### src/rtl/wide_alu_seq.sv
// -----------------------------------------------------------------------------
// wide_alu_seq
//
// Performs 16-bit (2*DW) add, subtract, AND and OR using an external
// combinational DW-bit ALU. Each wide operation is split into byte-wide ALU
// operations, one per clock:
//   LO  : low bytes
//   HI  : high bytes
//   FIX : only for add/sub when the low byte produced a carry/borrow. The
//         carry/borrow is folded into the high byte by adding or subtracting 1.
//
// Handshake toward the controller:
//   Start/Busy/Done. Start is accepted only in IDLE, which is the only state
//   with Busy=0. Busy stays high from the cycle after acceptance through the
//   Done cycle. Done is a one-cycle pulse, and WRslt/WCarry/WZero are valid
//   in that cycle. Start is ignored while Busy=1, including in the Done cycle,
//   and is not queued.
//
// Ports:
//   Clk       clock; all state changes on the rising edge
//   Reset     synchronous, active-high; aborts any operation in progress
//   Start     operation request
//   WOp       00 add16, 01 sub16, 10 and16, 11 or16
//   WA, WB    wide operands
//   Busy      an operation is in flight
//   Done      one-cycle pulse; the result outputs are valid
//   WRslt     wide result; holds until the next Done or Reset
//   WCarry    add: carry out; sub: borrow (A<B unsigned); logic ops: 0
//   WZero     WRslt == 0
//   AluOp     to the ALU: 000 add, 010 AND, 011 OR, 100 sub
//   AluA/B    to the ALU operand inputs
//   AluRslt   from the ALU result
//   AluSCo    from the ALU carry (add) or borrow (sub)
//   dbg_state current FSM state, for observation only
// -----------------------------------------------------------------------------
module wide_alu_seq #(
    parameter int DW = 8
) (
    input  logic            Clk,
    input  logic            Reset,
    input  logic            Start,
    input  logic [1:0]      WOp,
    input  logic [2*DW-1:0] WA,
    input  logic [2*DW-1:0] WB,
    output logic            Busy,
    output logic            Done,
    output logic [2*DW-1:0] WRslt,
    output logic            WCarry,
    output logic            WZero,
    output logic [2:0]      AluOp,
    output logic [DW-1:0]   AluA,
    output logic [DW-1:0]   AluB,
    input  logic [DW-1:0]   AluRslt,
    input  logic            AluSCo,
    output logic [2:0]      dbg_state
);

    typedef enum logic [2:0] {
        S_IDLE = 3'd0,
        S_LO   = 3'd1,
        S_HI   = 3'd2,
        S_FIX  = 3'd3,
        S_DONE = 3'd4
    } state_t;

    localparam logic [1:0] W_ADD = 2'b00;
    localparam logic [1:0] W_SUB = 2'b01;
    localparam logic [1:0] W_AND = 2'b10;
    localparam logic [1:0] W_OR  = 2'b11;

    localparam logic [2:0] A_ADD = 3'b000;
    localparam logic [2:0] A_AND = 3'b010;
    localparam logic [2:0] A_OR  = 3'b011;
    localparam logic [2:0] A_SUB = 3'b100;

    state_t state;
    state_t state_next;

    // Latched request.
    logic [2*DW-1:0] a_q;
    logic [2*DW-1:0] b_q;
    logic [1:0]      op_q;

    // Partial results and carries.
    logic [DW-1:0]   r_lo;
    logic [DW-1:0]   r_hi;
    logic            c0;   // low-byte carry/borrow; selects the FIX step
    logic            c1;   // high-byte carry/borrow
    logic            c2;   // carry/borrow produced by the FIX step

    // Visible result registers.
    logic [2*DW-1:0] rslt_q;
    logic            carry_q;
    logic            zero_q;

    // Add and sub are the only ops that propagate a carry between bytes.
    logic            is_arith;
    logic [2:0]      mapped_op;
    logic [2:0]      fix_op;
    logic [2*DW-1:0] hi_word;

    assign is_arith = (op_q == W_ADD) || (op_q == W_SUB);

    always_comb begin
        mapped_op = A_ADD;
        case (op_q)
            W_ADD:   mapped_op = A_ADD;
            W_SUB:   mapped_op = A_SUB;
            W_AND:   mapped_op = A_AND;
            W_OR:    mapped_op = A_OR;
            default: mapped_op = A_ADD;
        endcase
    end

    // The FIX step adds a low-byte carry, or subtracts a low-byte borrow.
    assign fix_op = (op_q == W_SUB) ? A_SUB : A_ADD;

    // The full word as it will appear once this cycle's ALU result is captured
    // as the high byte. This is used in both HI and FIX.
    assign hi_word = {AluRslt, r_lo};

    // ------------------------------------------------------------------
    // Next-state and ALU drive. The ALU drive is decoded from the
    // registered state only, so the ALU inputs never depend on Start or
    // on the wide operand inputs.
    // ------------------------------------------------------------------
    always_comb begin
        state_next = state;
        AluOp      = A_ADD;
        AluA       = '0;
        AluB       = '0;
        case (state)
            S_IDLE: begin
                if (Start) begin
                    state_next = S_LO;
                end
            end
            S_LO: begin
                AluOp      = mapped_op;
                AluA       = a_q[DW-1:0];
                AluB       = b_q[DW-1:0];
                state_next = S_HI;
            end
            S_HI: begin
                AluOp      = mapped_op;
                AluA       = a_q[2*DW-1:DW];
                AluB       = b_q[2*DW-1:DW];
                state_next = (is_arith && c0) ? S_FIX : S_DONE;
            end
            S_FIX: begin
                AluOp      = fix_op;
                AluA       = r_hi;
                AluB       = DW'(1);
                state_next = S_DONE;
            end
            S_DONE: begin
                state_next = S_IDLE;
            end
            default: begin
                state_next = S_IDLE;
            end
        endcase
    end

    // ------------------------------------------------------------------
    // State and datapath registers.
    // The result registers load on the edge that enters DONE, so they are
    // already valid during the Done cycle. They change at no other time.
    // ------------------------------------------------------------------
    always_ff @(posedge Clk) begin
        if (Reset) begin
            state   <= S_IDLE;
            a_q     <= '0;
            b_q     <= '0;
            op_q    <= W_ADD;
            r_lo    <= '0;
            r_hi    <= '0;
            c0      <= 1'b0;
            c1      <= 1'b0;
            c2      <= 1'b0;
            rslt_q  <= '0;
            carry_q <= 1'b0;
            zero_q  <= 1'b0;
        end else begin
            state <= state_next;
            case (state)
                S_IDLE: begin
                    if (Start) begin
                        a_q  <= WA;
                        b_q  <= WB;
                        op_q <= WOp;
                        c0   <= 1'b0;
                        c1   <= 1'b0;
                        c2   <= 1'b0;
                    end
                end
                S_LO: begin
                    r_lo <= AluRslt;
                    c0   <= is_arith & AluSCo;
                end
                S_HI: begin
                    r_hi <= AluRslt;
                    c1   <= is_arith & AluSCo;
                    if (state_next == S_DONE) begin
                        rslt_q  <= hi_word;
                        carry_q <= (is_arith & AluSCo) | c2;
                        zero_q  <= (hi_word == '0);
                    end
                end
                S_FIX: begin
                    r_hi    <= AluRslt;
                    c2      <= AluSCo;
                    rslt_q  <= hi_word;
                    carry_q <= c1 | AluSCo;
                    zero_q  <= (hi_word == '0);
                end
                default: begin
                end
            endcase
        end
    end

    assign Busy      = (state != S_IDLE);
    assign Done      = (state == S_DONE);
    assign WRslt     = rslt_q;
    assign WCarry    = carry_q;
    assign WZero     = zero_q;
    assign dbg_state = state;

endmodule

### config.mk
export PLATFORM = sky130hd
export DESIGN_NAME = wide_alu_seq
export DESIGN_NICKNAME = d
export VERILOG_FILES = /design/src/rtl/wide_alu_seq.sv
export SDC_FILE = /design/constraint.sdc
export NUM_CORES = 1
export LEC_CHECK = 0
export ABC_AREA = 1
export CAP_MARGIN = 20
export CORE_MARGIN = 5
export CORE_UTILIZATION = 50
export DETAILED_ROUTE_END_ITERATION = 6
export PLACE_DENSITY = 0.84
export SLEW_MARGIN = 15
export SYNTH_ARGS = -nofsm -noshare
export SYNTH_HDL_FRONTEND = slang
export SYNTH_SLANG_ARGS = --single-unit
### constraint.sdc
create_clock -name Clk -period 3 [get_ports Clk]
set_input_delay 0.3 -clock Clk [delete_from_list [all_inputs] [get_ports Clk]]
set_output_delay 0.3 -clock Clk [all_outputs]
set_load 0.05 [all_outputs]
==> results.txt <==
- The run finished with clean final reports.
* Final setup violation count: 0
- In this run, CTS created clock tree buffers numbering 9.
- Switching fraction of total power: 0.298
- Root buffer cell: clkbuf_8
- Critical path capture point type: primary output
* Power Dens Cells: about 550 nW/um^2
- Maximum clock path buffer count: 2
- TritonCTS built the clock tree.
* Clock tree sinks: 74
- The worst pin sits at a relative slew slack of 0.510.
- For this run, the register share of the synthesized area comes to 0.504.
* Longest individual stage delay on the worst path: 0.86 ns
* Number of DRC markers after the initial detailed-route iteration: 184
- Net count of the finished layout: 512
* Reg2Reg Capture Point: c0$_SDFFE_PP0P_
* Cell area after placement: around 3800 sq um
* Critical setup path kind: flip-flop to primary output
- For the worst setup path, the data arrival time is around 2.5 ns.
- Number of H-tree levels: 3
* DRC violation count after routing: 0
- Skew final: 0.00766 ns
- Synthesis produced a netlist whose cell count is about 390.
- Port buffering added 87 buffers.
- Register-to-register setup slack: ~1.2 ns
- Setup repair after global routing missed its margin: false
* Vias per Instance: ~5.1
- Final global-route overflow total: 0
- X dimension of the die: approximately 87 um
- Endpoint of the worst setup timing path: AluA[6]
- The number of placed instances, taps included, is 530.
* Sum of negative setup slack: 0 ns
- Logic depth of the worst setup path including buffers: 5
- Die height: 86.7 um
* Psw: around 660 uW
- Final hold violation count: 0
* Static Leak: roughly 0.0015 uW
- Relative to the synthesized area, the layout overhead comes to 36.0%.
- The max-slew violation count came to 0.
- Across the VDD grid, the largest voltage drop is 0.325 mV.
- STA classifies the critical path startpoint as a flip-flop.
* Critical path startpoint: dbg_state[1]$_SDFF_PP0_
- Total wire length: about 7.5 mm
* I/O pin total: just under 90
- The region available for standard cell placement spans slightly below 6000 sq um.
* Number of buffers and inverters on the critical path: 2
- Detail-routed net length per standard cell: around 14 um
- Power share of the clock group: 0.304
- Hold timing on the final database bottoms out at a slack of roughly 0.46 ns.
* Initial antenna violation count: 0
* Number of rows in the core area: 28
* Warnings, synthesis: 0
- Once detailed placement completed, the half-perimeter wirelength came to between 5 and 6 mm.
- Routability-driven placement finished with a final weighted congestion of 0.819.
* Number of cells on the worst reg-to-reg path: 6
* Combined area of all synthesized cells: between 2000 and 3000 sq um
* Top cell family by delay on the critical path: buffers and inverters
* Number of antenna-violating nets in the routed design: 0
- The slowest stage of the critical path belongs to the cell clkdlybuf4s50_1.
- At the later pin of the worst-skew pair, clock insertion delay measures between 0.3 and 0.4 ns.
- Portion of total power attributed to sequential cells: 0.495
- At the worst endpoint, the required time is 2.70 ns.
* Clock period minus final worst setup slack: roughly 2.8 ns
* Final Cycle Share: 0.939
- Via count of the first global-routing pass: 2696
- First-pass GRT wire length: approximately 12 mm
- Highest fanout seen on the critical path: 18
- The die covers ~7500 sq um.
- Proportion of layout cells with a drive suffix above 1: 0.0552
- Total power for the finished layout comes to 2200 uW.
- Synthesis inferred 74 register bits.
- The internal portion of the total power is about 1500 uW.
* Startpoint of the worst register-to-register path: dbg_state[2]$_SDFF_PP0_
* Antenna diode count: 0
- Across every metal layer, demand over resource in global routing totals 0.211.
* Actual transition at the worst max-transition pin: ~0.73 ns
* Maximum number of pins on one net before global-route repair: 53
- Syn avg cell area: between 7 and 8 sq um
- Classification of the worst-slack hold path: flip-flop to flip-flop
- For this configuration, the core starts out at a cell density of 0.505.
* Highest achievable clock rate: between 300 and 400 MHz
- Once layout is done, the placed cells without fillers occupy between 3000 and 4000 sq um.
- Number of maximum-capacitance violations: 0
- After clock tree synthesis, the clock-pin slew on the worst setup and hold paths is 0.08 ns.
- The number of nets handed over by synthesis was between 400 and 500.
* Number of distinct library cell variants in the gate-level netlist after synthesis: 26
- Via count: between 2000 and 3000
* Share of total power in combinational logic: 0.202
* Pre-Repair DR Iteration Count: 5
- Post-CTS Hold Fix Bufs: 0
* Final std cells w/o fill: ~550
* CP Cell Sequence: inv_1 -> nor2_4 -> nand2_4 -> o221ai_1 -> clkdlybuf4s50_1
## repair_timing
| item | 4_1_cts | 5_1_grt |
|---|---|---|
| resized for setup | 0 | 1 |
| setup buffers | 0 | 0 |
| endpoints found under the setup margin | 0 | 1 |
## stage by stage
stage           util  worst slack (ns)
2_1_floorplan      -             0.319
3_3_place_gp   0.659             0.621
3_5_place_dp   0.659             0.557
4_1_cts        0.687             0.165
5_1_grt        0.687            0.0360
6_report       0.687             0.184
## tightest hold or removal path, stage by stage (launching register included)
cell and delay [ns]:
dfxtp_1 0.30, inv_1 0.06, a21oi_1 0.05
## power groups by stage
stage / sequential (uW) / clock [uW] / combinational [uW]
finish: 1090 / 669 / 444
global route: 1100 / 721 / 489
CTS: 1090 / 677 / 446
detailed placement: 1110 / 0 / 443
global placement: 1110 / 0 / 436
floorplan: 1160 / 0 / 232
## state kept, by name, summed over array words and instances (netlist names), 2 cells and up
signal and count:
a_q 16, op_q 2, b_q 16, r_hi 8
WRslt 16, dbg_state 3, r_lo 8
## synth_stat cells (all sizes together)
cell type  instances  area share
nor2              81        0.11
nor4               1      0.0021
o22ai              7       0.015
nand2             30       0.042
a21oi             41       0.070
nand3              5       0.012
nor3               2      0.0034
or2                1      0.0021
o221ai             9       0.027
clkinv             1      0.0013
clkbuf            11       0.015
dfxtp             74        0.50
buf               10       0.026
o21ai             69        0.12
inv               44       0.056
## cell type report
cell class	count	area [sq um]
fill	493	1820
sequential	74	1480
multi-input combinational	246	1170
timing repair buffer	90	921
inverter	45	169
clock buffer	13	149
tap	75	93.8
clock inverter	3	15.0
## cells in the final DEF (no fill, tap or decap), types with 3 or more instances in the layout
cell / count
clkdlybuf4s50_1: 86
nor2_1: 79
dfxtp_1: 74
o21ai_0: 67
inv_1: 41
a21oi_1: 41
nand2_1: 28
clkbuf_8: 10
o221ai_1: 9
o22ai_1: 7
inv_2: 3
nand3_1: 3
clkinv_2: 3
clkbuf_1: 3
## cell families (layout without fill, tap and decap cells)
group / after synthesis / count (layout) / share of synthesized area
compound gates: 126 / 126 / 0.229
buf+inv: 66 / 151 / 0.0988
flops: 74 / 74 / 0.504
simple gates: 120 / 120 / 0.168
## worst min path at each step
stage                    startpoint                    to  slack, ns  cells past startpoint
3_3_place_gp    a_q[6]$_SDFFE_PP0P_   a_q[6]$_SDFFE_PP0P_       0.44                      2
4_1_cts        a_q[15]$_SDFFE_PP0P_  a_q[15]$_SDFFE_PP0P_       0.46                      2
6_report        a_q[0]$_SDFFE_PP0P_   a_q[0]$_SDFFE_PP0P_       0.46                      2
3_5_place_dp    a_q[0]$_SDFFE_PP0P_   a_q[0]$_SDFFE_PP0P_       0.45                      2
2_1_floorplan                 Reset   WCarry$_SDFFE_PP0P_       0.37                      1
5_1_grt        a_q[15]$_SDFFE_PP0P_  a_q[15]$_SDFFE_PP0P_       0.48                      2
## metal layers
metal  global-route usage  wire (um)  vias to the layer above
li1                     -          -                     1429
met1                0.269       3180                     1255
met2                0.332       3610                       87
met3               0.0409        488                       20
met4                0.122        251                        0
met5                    0          0                        -
No activity file was read; power rests on OpenSTA's default activity.
